File: src/rtl/switch_control_pkg.sv
// Shared constants, FSM/drain encodings and XY routing helper for the Phoenix switch control.
package switch_control_pkg;

  localparam int unsigned TAM_FLIT = 16;

  localparam logic [2:0] EAST  = 3'd0;
  localparam logic [2:0] WEST  = 3'd1;
  localparam logic [2:0] NORTH = 3'd2;
  localparam logic [2:0] SOUTH = 3'd3;
  localparam logic [2:0] LOCAL = 3'd4;

  localparam int unsigned X_MSB = 7;
  localparam int unsigned X_LSB = 4;
  localparam int unsigned Y_MSB = 3;
  localparam int unsigned Y_LSB = 0;

  typedef enum logic [1:0] {S_IDLE, S_ARB, S_ROUTE, S_CHECK} state_t;
  typedef enum logic [1:0] {PH_HDR, PH_SIZE, PH_PAYLOAD} phase_t;

  // X is resolved before Y; equal coordinates deliver locally.
  function automatic logic [2:0] xy_route(input logic [7:0] hdr, input logic [7:0] addr);
    if (hdr[X_MSB:X_LSB] > addr[X_MSB:X_LSB]) return EAST;
    if (hdr[X_MSB:X_LSB] < addr[X_MSB:X_LSB]) return WEST;
    if (hdr[Y_MSB:Y_LSB] > addr[Y_MSB:Y_LSB]) return NORTH;
    if (hdr[Y_MSB:Y_LSB] < addr[Y_MSB:Y_LSB]) return SOUTH;
    return LOCAL;
  endfunction

endpackage

File: src/rtl/rr_arbiter_5.sv
// Combinational round-robin pick over five requesters, starting just after ptr.
module rr_arbiter_5 (
  input  logic [4:0] req,
  input  logic [2:0] ptr,
  output logic [2:0] grant,
  output logic       valid
);

  logic [2:0] idx;

  always_comb begin
    grant = '0;
    valid = 1'b0;
    idx   = '0;
    for (int i = 1; i <= 5; i++) begin
      idx = 3'((int'(ptr) + i) % 5);
      if (!valid && req[idx]) begin
        valid = 1'b1;
        grant = idx;
      end
    end
  end

endmodule

File: src/rtl/switch_control.sv
// Phoenix router allocator: round-robin header pick, XY route, output allocation, drain tracking.
// Optional SWC_STATS_EN adds o_pkt_cnt, a wrapping count of granted headers.
module switch_control
  import switch_control_pkg::*;
#(
  parameter int unsigned WIDTH = TAM_FLIT,
  parameter logic [7:0]  ADDR  = 8'h00,
  parameter int unsigned NPORT = 5
) (
  input  logic                   i_clk,
  input  logic                   i_rst,
  input  logic [NPORT-1:0]       i_req,
  input  logic [NPORT*WIDTH-1:0] i_head,
  input  logic [NPORT-1:0]       i_sent,
  output logic [NPORT-1:0]       o_ack_h,
  output logic [NPORT*3-1:0]     o_sel,
  output logic [NPORT-1:0]       o_busy,
`ifdef SWC_STATS_EN
  output logic [15:0]            o_pkt_cnt,
`endif
  output logic [NPORT-1:0]       o_conn
);

  state_t           state, state_next;
  logic [2:0]       rr_ptr, cur, out;
  logic [7:0]       hdr;
  phase_t           phase    [NPORT];
  logic [WIDTH-1:0] rem      [NPORT];
  logic [2:0]       port_out [NPORT];
  logic [NPORT-1:0] pending, releases, freed, granted_in, granted_out;
  logic [2:0]       arb_grant;
  logic             arb_valid, grant_now;

  assign pending = i_req & ~o_conn;

  rr_arbiter_5 u_arb (
    .req  (pending),
    .ptr  (rr_ptr),
    .grant(arb_grant),
    .valid(arb_valid)
  );

  always_comb begin
    state_next = state;
    unique case (state)
      S_IDLE:  if (|pending) state_next = S_ARB;
      S_ARB:   state_next = arb_valid ? S_ROUTE : S_IDLE;
      S_ROUTE: state_next = S_CHECK;
      S_CHECK: state_next = S_IDLE;
      default: state_next = S_IDLE;
    endcase
  end

  // Registered busy is used, so an output freed this cycle is not reusable until the next round.
  assign grant_now = (state == S_CHECK) && !o_busy[out];

  always_comb begin
    granted_in  = '0;
    granted_out = '0;
    if (grant_now) begin
      granted_in[cur]  = 1'b1;
      granted_out[out] = 1'b1;
    end
  end

  always_comb begin
    releases = '0;
    freed    = '0;
    for (int p = 0; p < NPORT; p++) begin
      if (o_conn[p] && i_sent[p]) begin
        if (phase[p] == PH_SIZE && i_head[p*WIDTH +: WIDTH] == '0) releases[p] = 1'b1;
        if (phase[p] == PH_PAYLOAD && rem[p] == WIDTH'(1)) releases[p] = 1'b1;
      end
      if (releases[p]) freed[port_out[p]] = 1'b1;
    end
  end

  always_ff @(posedge i_clk) begin
    if (!i_rst) begin
      state   <= S_IDLE;
      rr_ptr  <= 3'd4;
      cur     <= '0;
      out     <= '0;
      hdr     <= '0;
      o_ack_h <= '0;
      o_sel   <= '0;
      o_busy  <= '0;
      o_conn  <= '0;
      for (int p = 0; p < NPORT; p++) begin
        phase[p]    <= PH_HDR;
        rem[p]      <= '0;
        port_out[p] <= '0;
      end
    end else begin
      state   <= state_next;
      o_ack_h <= granted_in;
      o_busy  <= (o_busy & ~freed) | granted_out;
      o_conn  <= (o_conn & ~releases) | granted_in;
      if (state == S_ARB && arb_valid) begin
        cur    <= arb_grant;
        rr_ptr <= arb_grant;
        hdr    <= i_head[int'(arb_grant)*WIDTH +: 8];
      end
      if (state == S_ROUTE) out <= xy_route(hdr, ADDR);
      for (int p = 0; p < NPORT; p++) begin
        if (o_conn[p] && i_sent[p]) begin
          unique case (phase[p])
            PH_HDR:  phase[p] <= PH_SIZE;
            PH_SIZE: begin
              rem[p]   <= i_head[p*WIDTH +: WIDTH];
              phase[p] <= PH_PAYLOAD;
            end
            PH_PAYLOAD: rem[p] <= rem[p] - WIDTH'(1);
            default:    phase[p] <= PH_HDR;
          endcase
        end
      end
      if (grant_now) begin
        o_sel[int'(out)*3 +: 3] <= cur;
        port_out[cur]           <= out;
        phase[cur]              <= PH_HDR;
      end
    end
  end

`ifdef SWC_STATS_EN
  always_ff @(posedge i_clk) begin
    if (!i_rst) o_pkt_cnt <= '0;
    else if (grant_now) o_pkt_cnt <= o_pkt_cnt + 16'd1;
  end
`endif

endmodule

File: config.mk
export PLATFORM = sky130hd
export DESIGN_NAME = switch_control
export DESIGN_NICKNAME = d
export VERILOG_FILES = /design/src/rtl/switch_control_pkg.sv /design/src/rtl/rr_arbiter_5.sv /design/src/rtl/switch_control.sv
export SDC_FILE = /design/constraint.sdc
export NUM_CORES = 1
export LEC_CHECK = 0
export CORE_MARGIN = 10
export CORE_UTILIZATION = 40
export CTS_CLUSTER_SIZE = 40
export DETAILED_ROUTE_END_ITERATION = 6
export PLACE_DENSITY = 0.71
export SYNTH_ARGS = -nofsm -noshare
export SYNTH_HDL_FRONTEND = slang
export SYNTH_SLANG_ARGS = --single-unit
File: constraint.sdc
create_clock -name i_clk -period 7.2 [get_ports i_clk]
set_input_delay 2.16 -clock i_clk [delete_from_list [all_inputs] [get_ports i_clk]]
set_output_delay 2.16 -clock i_clk [all_outputs]
set_load 0.005 [all_outputs]
======== After elaboration in Yosys (flattened, before gate mapping) ========
Memories as Yosys holds them, arrays and structs flattened.
Index checks and enable logic that the tools add are counted.
word-level totals
  ROM bits ................................ 0
  memories kept ........................... 3
  bits in writable memories ............... 105
  bits in registers ....................... 49
  latch bits .............................. 0
  bits of input ports ..................... 92
cells by class
  muxes and demuxes ....................... 200
  shift-type cells ........................ 3
  multipliers ............................. 1
  equal/unequal tests ..................... 19
  divide/modulo/power cells ............... 5
  bitwise logic cells ..................... 37
  reduce and logical (&&, ||, !) cells .... 51
  add/subtract/negate cells ............... 11
  magnitude comparators ................... 23
memories
  memory    depth  width  rd ports  clocked after Yosys merged registers in  write ports  line                  RTL
  rem       5      16     5         0                                        5            switch_control.sv:28  logic [WIDTH-1:0] rem [NPORT];
  port_out  5      3      5         0                                        5            switch_control.sv:29  logic [2:0] port_out [NPORT];
  phase     5      2      5         0                                        6            switch_control.sv:27  phase_t phase [NPORT];
operator list
  cell                                                        count
  remainder unit 32 x 4 -> 32 bit, second input constant      5
  two-way mux 16 bit                                          10
  two-way mux 1 bit                                           136
  equality test 16 x 1 -> 1 bit, second input constant        5
  zero test 16 bit                                            5
  variable part select 80 x 8 -> 8 bit                        1
  subtractor 16 x 1 -> 16 bit, second input constant          5
  less-than comparator 3 x 4 -> 1 bit, second input constant  12
  two-way mux 3 bit                                           15
  two-way mux 5 bit                                           7
  two-way mux 2 bit                                           17
  negation 5 -> 33 bit                                        1
  variable shift 3 x 33 -> 15 bit, first input constant       1
  variable part select 3 x 33 -> 15 bit                       1
  bitwise OR 5 bit                                            6
  logical AND 1 bit                                           28
  bitwise OR 1 bit                                            25
  demux 1 bit (select 3 bit)                                  7
  >= comparator 3 x 1 -> 1 bit, second input constant         7
  binary-select mux 1 bit (select 3 bit)                      6
  OR reduction 3 bit                                          6
  bitwise AND 5 bit                                           3
  bitwise mux 15 bit                                          1
  NOT 5 bit                                                   3
  other kinds (13)                                            37

======== Depth between registers and ports, before layout ========
  word-level depth ........................ 20
  depth in mapped cells ................... 24
  gate-level depth less buffers ........... 20

======== Hierarchy ========
Synthesis repeated with hierarchy kept, for this count alone.
second synthesis, totals
  cell total of the unflattened synthesis .. 1117
  area, all modules ....................... 10097.2 um^2
by module, submodules not included
  module          cells an instance  instances  area each (um^2)
  switch_control  843                1          8005.2
  rr_arbiter_5    274                1          2092.0

======== Least setup slack after synthesis ========
No wires, ideal clock.
  path kind ............................... flip-flop to flip-flop
  start ................................... register rr_ptr[0]
  end ..................................... register hdr[7]
  cell stages (with the launch flop) ...... 25
  arrival ................................. 5258 ps
  clock period less this slack ............ 5392 ps
  setup time .............................. 134 ps
  slack ................................... 1808 ps
  path through ............................ dfxtp_1 > buf_2 > inv_1 > clkbuf_1 > ha_1 > buf_6 > inv_1 > ha_1 > or3b_1 > o22ai_1 > or2_4 > ha_1 > nand2b_1 > o2111ai_2 > o211ai_2 > mux2_2 > or3_4 > o21a_1 > a2111oi_4 > o2bb2ai_4 > and2_4 > buf_8 > buf_12 > a211oi_2 > a211oi_2
between the ends
  longest elaborated chain between the ends .. 18
  elaborated cells between the ends (all ways) .. 40
  those cells by class .................... add/sub (5); div (5); shift (1); mux (20); reduce/logical (9)
ends and longest elaborated chain
  element                                                                    line                                         RTL
  start: declaration                                                         switch_control.sv:25                         logic [2:0] rr_ptr, cur, out;
  start signal: assignment                                                   switch_control.sv:101                        rr_ptr <= arb_grant;
  adder 3 x 1 -> 4 bit                                                       rr_arbiter_5.sv:16                           idx = 3'((int'(ptr) + i) % 5);
  remainder unit 32 x 4 -> 32 bit                                            rr_arbiter_5.sv:16
  binary-select mux 1 bit (select 3 bit)                                     rr_arbiter_5.sv:17                           if (!valid && req[idx]) begin
  two-way mux 1 bit (implied by the code)                                    rr_arbiter_5.sv:17
  two-way mux 1 bit                                                          rr_arbiter_5.sv:17
  zero test 1 bit                                                            rr_arbiter_5.sv:17
  logical AND 1 bit                                                          rr_arbiter_5.sv:17
  two-way mux 1 bit                                                          rr_arbiter_5.sv:17
  [2 not listed]                                                             --
  two-way mux 1 bit                                                          rr_arbiter_5.sv:17
  zero test 1 bit                                                            rr_arbiter_5.sv:17
  logical AND 1 bit                                                          rr_arbiter_5.sv:17
  two-way mux 1 bit                                                          rr_arbiter_5.sv:17
  zero test 1 bit                                                            rr_arbiter_5.sv:17
  logical AND 1 bit                                                          rr_arbiter_5.sv:17
  two-way mux 3 bit or two-way mux 1 bit (tied branches)                     rr_arbiter_5.sv:17
  variable part select 80 x 8 -> 8 bit or logical AND 1 bit (tied branches)  switch_control.sv:102, switch_control.sv:99
  end signal: assignment                                                     switch_control.sv:102                        hdr <= i_head[int'(arb_grant)*WIDTH +: 8];
  end: declaration                                                           switch_control.sv:26                         logic [7:0] hdr;
Several ways; a longest one is shown, not always the timed one. The select of a mux whose other input is x is not followed.
A chain may end at the register's enable or synchronous reset.

======== Worst setup path in the final report ========
  start ................................... register rr_ptr[1]
  end ..................................... register hdr[0]
Same word-level chain as after synthesis.

==> impl_metrics.yaml <==
routing:
  route.antenna.remaining_nets: 0
  detail_route.wl_per_cell_um: 18.5
  wirelength_mm: 28.3
  num_vias: 8863
  vias_per_cell: 5.77
  drtPass1Iterations: 7
  drc: 0
  drt_iter0_drc: 708
timing:
  finalCriticalPeriod_ps: 5690
  finalSetupTns_ps: 0
  maxSlewViolCount: 0
  relSlewSlack_pct: 37.2
  finalHoldViolCount: 0
  rsz0062_at_grt: "false"
  tightestPinTransition_ps: 942
  timing.final.ws_setup_ps: 1510
  fin_skew_ps: 8.42
  setup_violations: 0
  fmax_ghz: 0.176
  period_share_pct: 79.0
  fin_hold_ws_ps: 449
logic_synthesis:
  ys_warn_count: 0
  synth_top_area_share_pct: 27.3
  synth_edf_count: 90
  avgSynthCellArea_sq_um: 9.02
  synth_top_area_cell: "edfxtp_1"
  async_reset_ff_share_pct: 0
  synth_cell_types: 91
  synthCells: 1099
  synth-seq-area-share_pct: 37.0
  synth.area.top_cells: "edfxtp_1 27%, dfxtp_1 9.7%, nor2_1 5.3%, xnor2_1 5.0%, a211oi_1 5.0%"
  ys_seq_elements: 138
  synthFlopType: "edfxtp_1"
  netlist_area_sq_um: 9910
placed_design:
  place.port_buffers: 113
  place_ws_ps: 1600
  placed_area_sq_um: 11300
  place_hpwl_mm: 21.6
  dp_cells: 1503
  gp_congestion: 0.937
global_routing:
  grt_pass1_wl_mm: 45.0
  grtUsageTotal_pct: 17.7
  grt_pass1_vias: 8539
  antenna_found_initial: 0
  grt_max_degree: 43
  grt-ovfl-total: 0
critical_path:
  startpoint: "rr_ptr[1]"
  path_cells: "buf_4 > inv_1 > ha_1 > inv_1 > ha_1 > or3b_1 > o22ai_1 > or2_4 > ha_1 > nand2b_1 > o2111ai_2 > o211ai_2 > mux2_2 > or3_4 > o21a_1 > o31ai_1 > a311oi_1 > nand3b_1 > a211oi_2 > a211oi_1"
  r2r_cells: 20
  r2r_end: "hdr[0]"
  r2r_start: "rr_ptr[1]"
  worstSetupPathType: "flop to flop"
  timing.critical_path.buf_inv: 3
  end_kind: "flop"
  crit_top_cell: "ha_1"
  start_kind: "flop"
  crit_arrival_ps: 5980
  crit_required_ps: 7490
  cp_top_family: "compound AO/OA/AOI/OAI gates"
  rrSetupSlack_ps: 1510
  crit_end: "hdr[0]"
  cp_slowest_cell: "ha_1"
  crit_fanout: 20
  path_depth: 20
  critPathMaxStageDelay_ps: 600
clocking:
  ctsResizeCount: 0
  clkSinkCount: 138
  htreeDepth: 4
  cts-root-buf: "clkbuf_16"
  cts_setup_buffers: 0
  clockBufferDepth: 2
  cts_tree: "done"
  clk_pin_slew_ps: 60
  cts_hold_buf: 0
  clkLatencyLatePin_ps: 430
  cts_buffers: 17
min_path:
  min_path_type: "flop to flop"
floorplanning:
  dieWidth_um: 177
  die_height_um: 177
  core_sq_um: 24300
  start_util_pct: 40.7
  io_pins: 122
  rows: 57
  design.die.area_sq_um: 31500
layout:
  nNetsFinal: 1328
  area_growth_pct: 19.9
  n_antenna_cell: 0
  final_cell_area_sq_um: 11900
  layout.cells.non_filler: 1535
  drive_gt1_share_pct: 8.67
power_and_ir_drop:
  ir_drop_v: 0.000291
  pwr_density_cell_nw_per_um2: 332
  p_leak_nw: 4.03
outcome:
  status: "complete, no violations"
job:
  max-cap-violations: 0
-- synth_stat cells, types with 4 or more instances --
library cell / count
inv_1: 32
nor2b_1: 10
edfxtp_1: 90
xnor2_1: 57
o21ai_0: 24
nor4bb_1: 4
or2_2: 5
buf_4: 8
clkbuf_1: 37
o21a_1: 12
or4b_2: 4
o31ai_1: 16
a31oi_1: 4
mux2i_1: 23
a311oi_1: 5
a211oi_2: 10
xor2_1: 25
nand3b_1: 4
o22ai_1: 19
dfxtp_1: 48
nor3_1: 50
nor4_1: 41
nor2_1: 140
a21oi_1: 34
nand2_1: 92
nor3b_1: 6
and2_1: 5
a31o_2: 6
a21boi_0: 8
mux2_2: 5
o31a_1: 6
or3_1: 6
nand4_1: 7
nand3_1: 34
nand2b_1: 19
and3_1: 7
or4_1: 7
o211ai_1: 10
ha_1: 38
a211oi_1: 66
-- registers in the layout, summed over array words and instances (netlist names), 5 cells and up, named ones only --
register,cells
hdr,8
o_ack_h,5
o_conn,5
o_sel,9
phase,10
port_out,10
rem,80
-- worst min path at each step --
| stage | startpoint | end | slack, ps | cells after the start |
|---|---|---|---|---|
| 2_1_floorplan | state[0] | state[0] | 440 | 1 |
| 3_3_place_gp | o_sel[7] | o_sel[7] | 440 | 2 |
| 3_5_place_dp | o_sel[1] | o_sel[1] | 440 | 2 |
| 4_1_cts | o_sel[1] | o_sel[1] | 450 | 2 |
| 5_1_grt | o_sel[7] | o_sel[7] | 470 | 2 |
| 6_report | o_sel[1] | o_sel[1] | 450 | 2 |
-- tightest hold or removal path, delay by kind of cell (launching register included) --
| family | cells | cell delay [ps] |
|---|---|---|
| compound gates | 1 | 50 |
| flops | 1 | 310 |
| simple gates | 1 | 50 |
-- layer usage --
metal,share of wire (%),vias up,GRT usage [%]
met3,6.6,52,3.57
met5,0,-,0
met2,49,296,30.4
met4,2.7,0,6.67
met1,41,4215,21.5
li1,-,4300,-
-- layout make-up --
cell class              count  area, sq um
well taps                 324          405
flip-flops and latches    138         3660
clock buffers              20          437
repair buffers            127         1240
clock inverters            12          125
inverters                  36          138
fillers                  2265        12400
multi-input cells         878         5880
-- power by group --
part           leakage (nW)  internal (mW)  total, mW  switching [mW]
clock                 0.270          0.507      0.849           0.342
combinational          2.44          0.850       2.15            1.30
sequential             1.32          0.890      0.946          0.0553
total                  4.03           2.25       3.94            1.69
-- placed cells by master, fill, tap and decap left out, types with 10 or more instances in the layout --
cell               n
clkbuf_16         17
clkdlybuf4s50_1  113
nand2_1           92
a211oi_2          10
a211oi_1          66
o21ai_0           21
mux2i_1           23
nor2_1           140
buf_4             14
edfxtp_1          90
xor2_1            25
nor2b_1           10
xnor2_1           57
o211ai_1          10
nand2b_1          19
nor3_1            47
dfxtp_1           48
o31ai_1           15
ha_1              38
nand3_1           34
o22ai_1           19
a21oi_1           34
nor4_1            41
o21a_1            12
inv_1             32
-- logic make-up (layout without fill, tap and decap cells) --
group / after synthesis / count (layout) / synth area share, %
fa+ha+maj: 38 / 38 / 4.80
other cells: 1 / 8 / 0.0378
simple gates: 460 / 460 / 23.1
flops: 138 / 138 / 37.0
compound gates: 257 / 257 / 19.6
mux: 31 / 31 / 3.50
buf+inv: 90 / 195 / 4.27
xor+xnor: 84 / 84 / 7.69
-- through the flow --
step | power (mW) | util (%)
6_report | 3.94 | 48.9
5_1_grt | 4.17 | 48.9
4_1_cts | 3.92 | 48.9
3_5_place_dp | 3.06 | 46.5
3_3_place_gp | 3.03 | 46.5
2_1_floorplan | 2.75 | -
Note: power is estimated with default switching activity, not from simulation.
